===== src/rtl/music_pkg.sv =====
// Shared note codes, half-period table and player state encoding
// for the multi-note tone player.
package music_pkg;

    localparam logic [2:0] NOTE_REST = 3'd0;
    localparam logic [2:0] NOTE_G    = 3'd1;
    localparam logic [2:0] NOTE_A    = 3'd2;
    localparam logic [2:0] NOTE_B    = 3'd3;
    localparam logic [2:0] NOTE_C    = 3'd4;
    localparam logic [2:0] NOTE_D    = 3'd5;
    localparam logic [2:0] NOTE_E    = 3'd6;
    localparam logic [2:0] NOTE_F    = 3'd7;

    localparam logic [4:0] HP_G    = 5'd20;
    localparam logic [4:0] HP_A    = 5'd18;
    localparam logic [4:0] HP_B    = 5'd16;
    localparam logic [4:0] HP_C    = 5'd15;
    localparam logic [4:0] HP_D    = 5'd13;
    localparam logic [4:0] HP_E    = 5'd12;
    localparam logic [4:0] HP_F    = 5'd11;
    // Rest still paces the half counter; the toggle is suppressed
    localparam logic [4:0] HP_REST = 5'd31;

    typedef enum logic [1:0] {
        IDLE = 2'b00,
        PLAY = 2'b01,
        DONE = 2'b10
    } player_state_t;

    function automatic logic [4:0] hp_of(input logic [2:0] note);
        logic [4:0] hp;
        hp = HP_REST;
        case (note)
            NOTE_G:  hp = HP_G;
            NOTE_A:  hp = HP_A;
            NOTE_B:  hp = HP_B;
            NOTE_C:  hp = HP_C;
            NOTE_D:  hp = HP_D;
            NOTE_E:  hp = HP_E;
            NOTE_F:  hp = HP_F;
            default: hp = HP_REST;
        endcase
        return hp;
    endfunction

endpackage


===== src/rtl/note_tone_gen.sv =====
// Square-wave generator: tick prescaler, half-period counter
// and the output toggle flop.
module note_tone_gen
    import music_pkg::*;
#(
    parameter logic [15:0] TICK_DIV = 16'd1
) (
    input  logic       clk,
    input  logic       rst,
    input  logic       clear,
    input  logic       en,
    input  logic [2:0] note,
    output logic       audio_out
);

    logic [15:0] tick_cnt;
    logic [4:0]  half_cnt;
    logic [4:0]  hp;
    logic        tick;
    logic        half_end;

    assign hp       = hp_of(note);
    assign tick     = (tick_cnt == TICK_DIV - 16'd1);
    assign half_end = (half_cnt == hp - 5'd1);

    always_ff @(posedge clk) begin
        if (rst || clear) begin
            tick_cnt  <= '0;
            half_cnt  <= '0;
            audio_out <= 1'b0;
        end else if (en) begin
            if (tick) begin
                tick_cnt <= '0;
                if (half_end) begin
                    half_cnt <= '0;
                    if (note != NOTE_REST)
                        audio_out <= ~audio_out;
                end else begin
                    half_cnt <= half_cnt + 5'd1;
                end
            end else begin
                tick_cnt <= tick_cnt + 16'd1;
            end
        end
    end

endmodule


===== src/rtl/multi_note_player.sv =====
// Note player: latches a note code, plays it for DUR_CYCLES,
// then pulses play_done for one cycle.
module multi_note_player
    import music_pkg::*;
#(
    parameter logic [23:0] DUR_CYCLES = 24'd6_250_000,
    parameter logic [15:0] TICK_DIV   = 16'd1
) (
    input  logic       clk,
    input  logic       rst,
    input  logic [2:0] play_note,
    input  logic       play_load,
    output logic       play_done,
    output logic       busy,
    output logic       audio_out
);

    player_state_t state;
    logic [23:0]   dur_cnt;
    logic [2:0]    note_q;
    logic          tone;

    always_ff @(posedge clk) begin
        if (rst) begin
            state   <= IDLE;
            dur_cnt <= '0;
            note_q  <= NOTE_REST;
        end else if (play_load) begin
            state   <= PLAY;
            dur_cnt <= DUR_CYCLES - 24'd1;
            note_q  <= play_note;
        end else begin
            case (state)
                PLAY: begin
                    if (dur_cnt == 24'd0)
                        state <= DONE;
                    else
                        dur_cnt <= dur_cnt - 24'd1;
                end
                DONE:    state <= IDLE;
                default: state <= IDLE;
            endcase
        end
    end

    assign busy      = (state == PLAY);
    assign play_done = (state == DONE);

    note_tone_gen #(
        .TICK_DIV(TICK_DIV)
    ) u_tone (
        .clk      (clk),
        .rst      (rst),
        .clear    (play_load),
        .en       (busy && !play_load),
        .note     (note_q),
        .audio_out(tone)
    );

    // Tone flop may toggle on the final PLAY edge; keep it silent outside PLAY
    assign audio_out = tone & busy;

endmodule


===== config.mk =====
export PLATFORM = sky130hd
export DESIGN_NAME = multi_note_player
export DESIGN_NICKNAME = d
export VERILOG_FILES = /design/src/rtl/music_pkg.sv /design/src/rtl/note_tone_gen.sv /design/src/rtl/multi_note_player.sv
export SDC_FILE = /design/constraint.sdc
export NUM_CORES = 1
export LEC_CHECK = 0
export CORE_MARGIN = 2
export CORE_UTILIZATION = 33
export DETAILED_ROUTE_END_ITERATION = 8
export SYNTH_ARGS = -nofsm -noshare
export SYNTH_HDL_FRONTEND = slang
export SYNTH_HIERARCHICAL = 1
export SYNTH_SLANG_ARGS = --single-unit
export TNS_END_PERCENT = 100

===== constraint.sdc =====
create_clock -name clk -period 4 [get_ports clk]
set_clock_uncertainty 0.15 [all_clocks]
set_input_delay 0.6 -clock clk [delete_from_list [all_inputs] [get_ports clk]]
set_output_delay 0.6 -clock clk [all_outputs]
set_load 0.03 [all_outputs]

; Yosys cells after proc, flatten, opt, wreduce, memory -nomap -nowiden
; Index checks and enable logic that the tools add are counted.
[word_totals]
word_cells = 50
out_inout_bits = 3
regBits = 51
input_bits = 6
[classes]
n_bitwise = 4
eq_ne = 12
addsub = 4
n_mux = 9
n_reduce_logical = 13
[op_table]
columns = operator, count
row1 = $mux W23, 3
row2 = $pmux W5 S7, 1
row3 = $logic_not A24 Y1, 1
row4 = $sub A24 B1 Y24 const B, 1
row5 = $add A16 B1 Y16 const B, 1
row6 = $logic_not A16 Y1, 1
row7 = $mux W16, 1
row8 = $eq A3 B3 Y1 const B, 4
row9 = $eq A3 B2 Y1 const B, 2
row10 = $reduce_and A2 Y1, 3
row11 = $add A5 B1 Y5 const B, 1
row12 = $eq A5 B5 Y1, 1
row13 = $mux W5, 1
row14 = $sub A5 B1 Y5 const B, 1
row15 = $reduce_and A4 Y1, 1
row16 = $eq A3 B1 Y1 const B, 1
row17 = $mux W1, 3
row18 = $ne A3 B2 Y1 const B, 1
row19 = $not A1 Y1, 3
row20 = $reduce_bool A3 Y1, 1
row21 = $reduce_or A3 Y1, 1
row22 = $eq A2 B1 Y1 const B, 1
row23 = $eq A2 B2 Y1 const B, 1
row24 = $ne A2 B2 Y1 const B, 1
row25 = 6 further kinds, 6

; Logic depth before layout (Yosys ltp)
; Gate-level depths: netlist of run 1.
[logic_depth]
ltp_word = 5
depth_mapped = 10

; Cells and area by module
; Netlist of run 1, hierarchy kept.
[modules_own_cells]
columns = module, seq_area_each_um2, instances, cells_each, area_per_inst_um2
row1 = multi_note_player, 580.6, 1, 156, 1401.3
row2 = note_tone_gen, 440.4, 1, 147, 1285.0

; Worst setup path after synthesis of run 1
; Ideal clock, no wire load.
[synth_path]
path_type = reg2reg
start = reg dur_cnt[0]
end = reg dur_cnt[22]
synth_period_minus_slack_ns = 2.393
required_ns = 3.717
stages_incl_launch_ff = 9
slack_ns = 1.607
arrival_time_ns = 2.111
setup_time_ns = 0.133
cell_sequence = dfxtp_1 inv_1 ha_1 or4b_4 or4_1 clkbuf_1 nor4_1 xnor2_1 a21oi_1
[synth_via]
elab_chain_len = 4
elab_cells_between_ends = 7
classes_between = 1 x add/sub / 1 x eq/ne / 3 x mux / 2 x reduce/logical
[synth_lines]
columns = item, line
row1 = "start, declared", multi_note_player.sv:19  ; logic [23:0] dur_cnt;
row2 = "start signal, assigned", multi_note_player.sv:30  ; dur_cnt <= DUR_CYCLES - 24'd1;
row3 = "start signal, assigned", multi_note_player.sv:38  ; dur_cnt <= dur_cnt - 24'd1;
row4 = $sub A24 B1 Y24, multi_note_player.sv:38
row5 = $mux W23, multi_note_player.sv:35  ; if (dur_cnt == 24'd0)
row6 = $mux W23, multi_note_player.sv:33  ; case (state)
row7 = $mux W23, multi_note_player.sv:28  ; end else if (play_load) begin
; Parallel ways exist; a longest one is shown, timed or not. The select of a mux whose other input is x is not followed.
; A chain may end at the register's enable or synchronous reset.

; Worst setup path after layout of run 1
[layout_path]
start = in play_load
end = reg u_tone.half_cnt[2]
[layout_via]
elab_chain_len = 3
elab_cells_between_ends = 4
classes_between = 4 x reduce/logical
[layout_lines]
columns = item, line
row1 = "start, declared", multi_note_player.sv:12  ; input logic play_load,
row2 = $logic_not A1 Y1, multi_note_player.sv:55  ; .en (busy && !play_load),
row3 = $logic_and A1 B1 Y1, multi_note_player.sv:55
row4 = $reduce_and A2 Y1 (no source line), --
row5 = "end signal, assigned", note_tone_gen.sv:39  ; half_cnt <= half_cnt + 5'd1;
row6 = "end, declared", note_tone_gen.sv:17  ; logic [4:0] half_cnt;
; Parallel ways exist; a longest one is shown, timed or not.

==> metrics.yaml, run 1 <==
pin_count: 9
maxCapViolCount: 0
hold_class: "flop to flop"
insertion_delay_ns: 0.30
ys_top_cells_by_area: "dfxtp_1 38%, xnor2_1 5.5%, nor2_1 4.5%, a21oi_1 3.9%, xor2_1 2.9%"
dp.cells: 398
stdcell_count: 406
drtAntennaViolNets: 0
synthDominantCellAreaShare: 0.3801
wl_mm: 5.342
clock_path_buffers: 2
grt_max_degree: 24
fin_ws_ns: 1.183
drive_above_1_share: 0.1020
startpoint_type: "primary input"
ys_ff_latch: 51
synth_edf_count: 0
yosysTopAreaCell: "dfxtp_1"
critPathRequiredTime_ns: 4.06
die-area_sq_mm: 0.008878
setup_viol: 0
leakagePower_nw: 0.9324
area_growth_pct: 8.291
fp-row-count: 32
period_share: 0.7043
tightest_slew_ns: 0.5485
netlist_instances: 303
drtIter0Drc: 84
initial_core_util: 0.3441
antenna_cells: 0
die-width_microns: 94.23
slowest_stage: "clkdlybuf4s50_1"
setup_tns_ns: 0
path_max_fanout: 9
relSlewSlack: 0.6249
holdBufCountCts: 0
cts_tree: "built"
postCtsSetupBuffers: 0
startpoint: "play_load"
yosysSeqAreaShare: 0.3801
ys_warn_count: 6
drc_errors: 0
arrival_ns: 2.88
core-area_sq_mm: 0.007807
chipHeight_microns: 94.23
hold_viol: 0
htree_levels: 2
firstDrtPassIters: 4
p_per_area_mw_per_mm2: 328.2
synthFlopType: "dfxtp_1"
routed_via_density: 5.318
r2r-start: "dur_cnt[5]$_SDFFE_PP0P_"
rsz0062_at_grt: "no"
slowest_delay_ns: 0.60
synthArstFlopShare: 0
numPortBuffers: 8
status: "finished clean"
netlist_area_sq_mm: 0.002686
clkTransAtPathRegs_ns: 0.09
syn_avg_cell_area_sq_um: 8.866
nets: 313
hold_slack_ns: 0.3341
ys_types: 62
path_cells: "clkdlybuf4s50_1 > nor2_1 > nor4b_2 > nand4_2 > nor3_2 > o2111ai_1 > o311ai_2"
antenna_found_initial: 0
grt_pass1_wl_mm: 8.935
wl_per_cell_microns: 13.16
clock-root-buffer: "clkbuf_8"
clock.fmax_ghz: 0.3550
dp_hpwl_mm: 3.694
place_ws_ns: 0.8699
period_needed_ns: 2.817
cts_resized: 0
grt-ovfl-total: 0
syn_nets: 313
crit_path_end_kind: "flop"
vdd_ir_drop_max_uv: 127.2
synth_common_cells: "51 x dfxtp_1, 32 x nor2_1, 21 x a21oi_1"
track_usage: 0.1251
numClockSinks: 51
grt_pass1_vias: 1873
cts_buffers: 5
slew_violations: 0
num_vias: 2159
place.gp.congestion: 0.7639
path_class: "primary input to flop"
min_from: "dur_cnt[23]$_SDFFE_PP0P_"
synth.most_common_cell: "dfxtp_1"
==> cells in the final DEF, fill, tap and decap left out, types with 6 or more instances in the layout <==
master / synthesis / layout
nand3_1: 8 / 8
nor4_1: 6 / 6
or4_1: 9 / 9
xor2_1: 9 / 9
o31ai_1: 7 / 7
xnor2_1: 17 / 17
nand4_1: 6 / 6
clkdlybuf4s50_1: 0 / 8
nor3_1: 9 / 9
nor2_1: 32 / 32
dfxtp_1: 51 / 51
a21oi_1: 21 / 21
inv_1: 10 / 10
o21ai_0: 9 / 9
or3_1: 10 / 10
nand2_1: 14 / 14
==> worst paths after layout <==
check                                    endpoint  slack [ns]  cells after the start
setup / recovery  u_tone/half_cnt[2]$_SDFFE_PP0P_        1.18                      7
hold / removal           dur_cnt[23]$_SDFFE_PP0P_        0.33                      2
setup reg to reg         dur_cnt[23]$_SDFFE_PP0P_        1.35                      5
hold reg to reg          dur_cnt[23]$_SDFFE_PP0P_        0.33                      2
==> cell families after synthesis <==
kind of cell               after synthesis  synth area share
AOI/OAI and AO/OA                       63            0.1574
muxes                                    7           0.02701
adders and majority gates                4           0.01863
xor gates and xnor gates                26           0.08477
DFF                                     51            0.3801
and+or+nand+nor                        126            0.2879
buffers and inverters                   26           0.04425
==> layout make-up <==
| type | instances | area (sq um) |
|---|---|---|
| Sequential cell | 51 | 1021 |
| Inverter | 10 | 37.54 |
| Fill cell | 802 | 4898 |
| Timing Repair Buffer | 9 | 87.58 |
| Clock buffer | 6 | 72.57 |
| Multi-Input combinational cell | 226 | 1546 |
| Clock inverter | 2 | 16.27 |
| Tap cell | 102 | 127.6 |
==> layer usage <==
layer | routed length (microns) | vias up | GRT usage | share of wire
li1 | - | 1110 | - | -
met1 | 2757 | 1022 | 0.1717 | 0.52
met2 | 2391 | 25 | 0.1893 | 0.45
met3 | 150 | 2 | 0.03050 | 0.028
met4 | 43 | 0 | 0.04589 | 0.0080
met5 | 0 | - | 0 | 0
==> critical path: cells and delay by family <==
kind / cells / cell delay, ns
buffers and inverters: 1 / 0.60
AOI/OAI and AO/OA: 2 / 0.30
and+or+nand+nor: 4 / 1.36
==> power breakdown <==
part	leakage, nW	total, mW	switching, mW	internal, mW
registers	0.417	0.543	0.0193	0.524
clock network	0.0418	0.301	0.175	0.126
logic	0.474	0.111	0.0643	0.0463
total	0.932	0.955	0.258	0.696
==> stage by stage <==
stage	utilization	instance area (sq um)	total power, mW
floorplan	-	2686	0.6404
global placement	0.3612	2820	0.6627
detailed placement	0.3612	2820	0.6649
CTS	0.3726	2909	0.9730
global route	0.3726	2909	1.004
finish	0.3726	2909	0.9548
==> state kept, by name, summed over array words and instances, names as in the netlist <==
register          count
u_tone/tick_cnt      16
u_tone/half_cnt       5
u_tone/audio_out      1
dur_cnt              24
note_q                3
state                 2
(Power assumes the default switching activity.)
==> run 2, diff against run 1 <==
- clock period: 4 -> 2.8 ns (I/O delays scaled with it)
==> run 2 against run 1 <==
Critical path depth down 2. Register-to-register slack got worse by 1.2 ns. Total power is 62% higher. Largest cell class unchanged. Final area grew 3.1%. Sequential share of layout area is 1.0 points lower. Clock power rose by 100%. Highest routed layer unchanged. Wire length up 3.0%. Sequential power increased by 43%. Flip-flop and latch count did not move. Via count down 0.97%.
==> metrics.yaml, run 2 (synthesis results as in run 1) <==
dp.cells: 404  # +1.5%
holdBufCountCts: 0  # unchanged
p_seq_frac: 0.502  # -0.067
antenna_cells: 0  # unchanged
top_regs: "dur_cnt x24, u_tone/tick_cnt x16, u_tone/half_cnt x5"
num_vias: 2138  # -0.97%
setup_viol: 0  # unchanged
area_growth_pct: 11.60
maxCapViolCount: 0  # unchanged
startpoint: "dur_cnt[5]$_SDFFE_PP0P_"
grt_pass1_vias: 2013  # +7.5%
insertion_delay_ns: 0.30  # about the same
chipHeight_microns: 94.23  # unchanged
die-area_sq_mm: 0.008878  # unchanged
layout.cells.most_common_list: "51 x dfxtp_1, 32 x nor2_1, 21 x a21oi_1"
pin_count: 9  # unchanged
mostFrequentLayoutCell: "dfxtp_1"
cts_buffers: 5  # unchanged
grt-ovfl-total: 0  # unchanged
placed_cell_area_sq_mm: 0.002865  # +1.6%
clock.fmax_ghz: 0.3793
vdd_ir_drop_max_uv: 185.2  # +46%
slowest_delay_ns: 0.60  # about the same
startpoint_type: "flop"
period_needed_ns: 2.636
critPathRequiredTime_ns: 2.89  # -1.17 ns
period_share: 0.9416
slew_violations: 0  # unchanged
drive_above_1_share: 0.1194  # +0.01738
core-area_sq_mm: 0.007807  # unchanged
wl_per_cell_microns: 13.35  # +1.5%
r2r-start: "dur_cnt[5]$_SDFFE_PP0P_"
drtAntennaViolNets: 0  # unchanged
cts_tree: "built"
grt_max_degree: 18  # -25%
stdcell_count: 412  # +1.5%
postCtsSetupBuffers: 0  # unchanged
place_ws_ns: 0.2100  # -0.6600 ns
clock-root-buffer: "clkbuf_8"
p_switching_uw: 367.4  # +42%
slowest_stage: "or4_1"
antenna_found_initial: 0  # unchanged
setup_tns_ns: 0  # unchanged
hold_viol: 0  # unchanged
grt_pass1_wl_mm: 9.404  # +5.2%
min_from: "u_tone/audio_out$_SDFFE_PP0P_"
hold_slack_ns: 0.3382  # +0.004097 ns
initial_core_util: 0.3441  # unchanged
final_cell_area_sq_mm: 0.002998  # +3.1%
clock_path_buffers: 2  # unchanged
routed_via_density: 5.189  # -2.4%
fillers: 797  # -0.62%
numClockSinks: 51  # unchanged
fin_util: 0.3840  # +0.01138
firstDrtPassIters: 4  # unchanged
largest_reg_flops: 24  # unchanged
dp_hpwl_mm: 3.846  # +4.1%
path_common_cell: "or4_1"
status: "finished clean"
top_register: "dur_cnt"
tightest_slew_ns: 0.5397  # -0.008787 ns
numPortBuffers: 8  # unchanged
crit_path_end_kind: "flop"
rsz0062_at_grt: "no"
place.gp.congestion: 0.7780  # +1.8%
drc_errors: 0  # unchanged
power_frac_clock: 0.390  # +0.075
track_usage: 0.1304  # +0.005316
path_cells: "or4_1 > or3_1 > a211o_1 > or4_1 > a21oi_1"
path_class: "flop to flop"
arrival_ns: 2.72  # -0.16 ns
fp-row-count: 32  # unchanged
cts_resized: 0  # unchanged
die-width_microns: 94.23  # unchanged
wl_mm: 5.500  # +3.0%
hold_class: "flop to flop"
path_max_fanout: 15  # +6
p_int_mw: 1.177  # +69%
swShare: 0.2378  # -0.03287
pwr-share-comb: 0.108  # -0.008
relSlewSlack: 0.6393  # +0.01444
clkTransAtPathRegs_ns: 0.10  # about the same
fin_ws_ns: 0.1636  # -1.019 ns
drtIter0Drc: 122  # +45%
total_power_mw: 1.545  # +62%
leakagePower_nw: 0.9865  # +5.8%
p_per_area_mw_per_mm2: 515.3  # +57%
nets: 319  # +1.9%
htree_levels: 2  # unchanged
[run 2: changes by cell type in the layout (fill, tap and decap cells not counted)]
cell,delta
clkinvlp_4,-1
inv_6,-1
buf_4,+6
bufinv_16,+2
[run 2: power by group through the flow]
stage                     Sequential (mW)  Combinational (mW)  Clock (mW)
after global placement              0.792               0.163           0
after CTS                           0.776               0.168       0.621
after global routing                0.781               0.184       0.654
final                               0.776               0.166       0.603
after floorplan                     0.782               0.133           0
after detailed placement            0.793               0.166           0
[run 2: critical path: cells and delay by family, from the launching register on]
kind | cells | cell delay [ns]
compound gates | 2 | 0.54
flops | 1 | 0.35
simple gates | 3 | 1.52
[run 2: final cells by class]
cell class | count | area (sq um) | share of cell area
multi-input combinational | 226 | 1546 | 0.5159
sequential | 51 | 1021 | 0.3406
timing repair buffer | 15 | 132.6 | 0.04424
tap | 102 | 127.6 | 0.04257
clock buffer | 6 | 72.57 | 0.02421
clock inverter | 2 | 60.06 | 0.02003
inverter | 10 | 37.54 | 0.01252
[run 2: final timing paths]
check,depth (start not counted),slack [ns],to
max reg2reg,5,0.16,dur_cnt[23]$_SDFFE_PP0P_
min reg2reg,2,0.34,u_tone/audio_out$_SDFFE_PP0P_
max,5,0.16,dur_cnt[23]$_SDFFE_PP0P_
min,2,0.34,u_tone/audio_out$_SDFFE_PP0P_
[run 2: routing by layer]
layer	GRT usage	wire, microns	up-vias
met3	0.02729	167	4
met4	0.03744	51	0
li1	-	-	1121
met5	0	0	-
met1	0.1751	2803	990
met2	0.2107	2477	23
==> run 3, diff against run 2 <==
- CORE_ASPECT_RATIO: default -> 1.5
- clock period: 2.8 -> 2.55 ns (I/O delays scaled with it)
==> run 3 against run 2 <==
Clock power increased by 12%. Register-to-register slack worse by 0.08 ns. Core utilization up 0.34 points. Largest cell class unchanged. Cell count is 2.2% higher. Wire length rose by 1.2%. First-iteration DRC count decreased by 9.8%. Worst hold slack hardly changed. Combinational power rose by 19%. Critical path type unchanged. Global-route usage increased by 0.076 points. Sequential share of layout area fell by 0.94 points. Die area rose by 0.16%. Clock-buffer cell count unchanged. Critical endpoint unchanged. Largest power group unchanged.
==> metrics.yaml, run 3 (synthesis results as in run 1) <==
status: "finished clean"
place.gp.congestion: 0.7558  # -2.9%
insertion_delay_ns: 0.29  # about the same
numClockSinks: 51  # unchanged
grt_pass1_wl_mm: 9.632  # +2.4%
wl_per_cell_microns: 13.22  # -0.95%
critPathRequiredTime_ns: 2.62  # -0.27 ns
top_register: "dur_cnt"
track_usage: 0.1312  # +0.0007595
p_per_area_mw_per_mm2: 559.1  # +8.5%
pin_count: 9  # unchanged
num_vias: 2228  # +4.2%
power_frac_clock: 0.391  # about the same
die-width_microns: 77.67  # -18%
drc_errors: 0  # unchanged
top_regs: "dur_cnt x24, u_tone/tick_cnt x16, u_tone/half_cnt x5"
fillers: 826  # +3.6%
hold_slack_ns: 0.3380  # -0.0001420 ns
vdd_ir_drop_max_uv: 279.4  # +51%
chipHeight_microns: 114.5  # +22%
wl_mm: 5.567  # +1.2%
nets: 325  # +1.9%
numPortBuffers: 8  # unchanged
path_class: "flop to flop"
htree_levels: 2  # unchanged
clock_path_buffers: 2  # unchanged
p_int_mw: 1.279  # +8.7%
p_switching_uw: 444.2  # +21%
drtIter0Drc: 110  # -9.8%
p_seq_frac: 0.494  # -0.008
fin_util: 0.3874  # +0.003447
period_needed_ns: 2.469  # -0.1671 ns
path_max_fanout: 5  # -10
tightest_slew_ns: 0.5444  # +0.004757 ns
seq_area_sq_mm: 0.001021  # unchanged
maxCapViolCount: 0  # unchanged
fp-row-count: 40  # +25%
whs_path_depth: 2  # unchanged
drtAntennaViolNets: 0  # unchanged
grt_pass1_vias: 2135  # +6.1%
startpoint_type: "flop"
swShare: 0.2577  # +0.01988
layout.cells.most_common_list: "51 x dfxtp_1, 32 x nor2_1, 21 x a21oi_1"
hold_viol: 0  # unchanged
setup_viol: 0  # unchanged
multi_input_area_sq_mm: 0.001570  # +1.5%
firstDrtPassIters: 4  # unchanged
grt_max_degree: 17  # -1
hold_class: "flop to flop"
dp_hpwl_mm: 3.980  # +3.5%
core-area_sq_mm: 0.007958  # +1.9%
crit_path_end_kind: "flop"
ff2ff_path_depth: 5  # unchanged
clkTransAtPathRegs_ns: 0.07  # -0.03 ns
largest_reg_flops: 24  # unchanged
leakagePower_nw: 1.021  # +3.5%
initial_core_util: 0.3376  # -0.006492
routed_via_density: 5.292  # +2.0%
period_share: 0.9684  # +0.02678
clock.fmax_ghz: 0.4050  # +6.8%
drive_above_1_share: 0.1487  # +0.02938
postCtsSetupBuffers: 0  # unchanged
die-area_sq_mm: 0.008893  # +0.16%
antenna_cells: 0  # unchanged
clock-root-buffer: "clkbuf_16"
area_growth_pct: 14.76
pwr-share-comb: 0.114  # +0.006
grt-ovfl-total: 0  # unchanged
antenna_found_initial: 0  # unchanged
arrival_ns: 2.54  # -0.18 ns
mostFrequentLayoutCell: "dfxtp_1"
relSlewSlack: 0.6277  # -0.01169
cts_tree: "built"
cts_buffers: 5  # unchanged
slew_violations: 0  # unchanged
## run 3: cell types whose count changed in the layout (fill, tap and decap cells not counted), moves of 2 or more
| cell | previous run | this run |
|---|---|---|
| clkbuf_16 | 0 | 5 |
| buf_4 | 7 | 13 |
| clkbuf_8 | 5 | 0 |
| bufinv_16 | 2 | 0 |
## run 3: routing by layer
layer | vias up | routed length [microns] | part of all wire | GRT usage
li1 | 1131 | - | - | -
met1 | 1077 | 2424 | 0.44 | 0.1489
met2 | 14 | 3010 | 0.54 | 0.2460
met3 | 6 | 85 | 0.015 | 0.02129
met4 | 0 | 46 | 0.0083 | 0.04286
met5 | - | 0 | 0 | 0
## run 3: what timing repair did
| item | in CTS | in global routing |
|---|---|---|
| endpoints found under the setup margin | 0 | 6 |
| hold buffers | 0 | 0 |
| hold endpoints to repair | 0 | 0 |
| resized for setup | 0 | 5 |
## run 3: metrics by stage
stage / instance area [sq um] / TNS [ns] / setup WS, ns / instances / power, mW
floorplan: 2686 / 0 / 0.1566 / 303 / 1.005
global placement: 2914 / 0 / 0.1053 / 413 / 1.059
detailed placement: 2914 / 0 / 0.05098 / 413 / 1.063
CTS: 3059 / 0 / 0.03551 / 421 / 1.735
global route: 3083 / -0.005407 / -0.005407 / 421 / 1.793
finish: 3083 / 0 / 0.08065 / 421 / 1.724
## run 3: power by group through the flow
stage	sequential (mW)	clock, mW	combinational (mW)
finish	0.852	0.675	0.197
global route	0.856	0.718	0.219
CTS	0.852	0.688	0.194
detailed placement	0.870	0	0.193
global placement	0.869	0	0.191
floorplan	0.858	0	0.146
## run 3: path summary, 6_finish.rpt
check                                                   start                             to  slack (ns)
worst max-delay path                 dur_cnt[17]$_SDFFE_PP0P_       dur_cnt[23]$_SDFFE_PP0P_        0.08
worst min-delay path            u_tone/audio_out$_SDFFE_PP0P_  u_tone/audio_out$_SDFFE_PP0P_        0.34
worst max register to register       dur_cnt[17]$_SDFFE_PP0P_       dur_cnt[23]$_SDFFE_PP0P_        0.08
worst min register to register  u_tone/audio_out$_SDFFE_PP0P_  u_tone/audio_out$_SDFFE_PP0P_        0.34
## run 3: final cells by class
class | instances | area share
Multi-Input combinational cell | 226 | 0.5093
Tap cell | 105 | 0.04261
Sequential cell | 51 | 0.3312
Clock inverter | 2 | 0.005276
Inverter | 10 | 0.01218
Clock buffer | 6 | 0.04180
Timing Repair Buffer | 21 | 0.05763
## run 3: critical path: stages, from the launching register on
cell     delay [ns]
dfxtp_1        0.35
or4_4          0.57
or3_4          0.35
or4_1          0.42
or4_1          0.40
a21oi_1        0.15
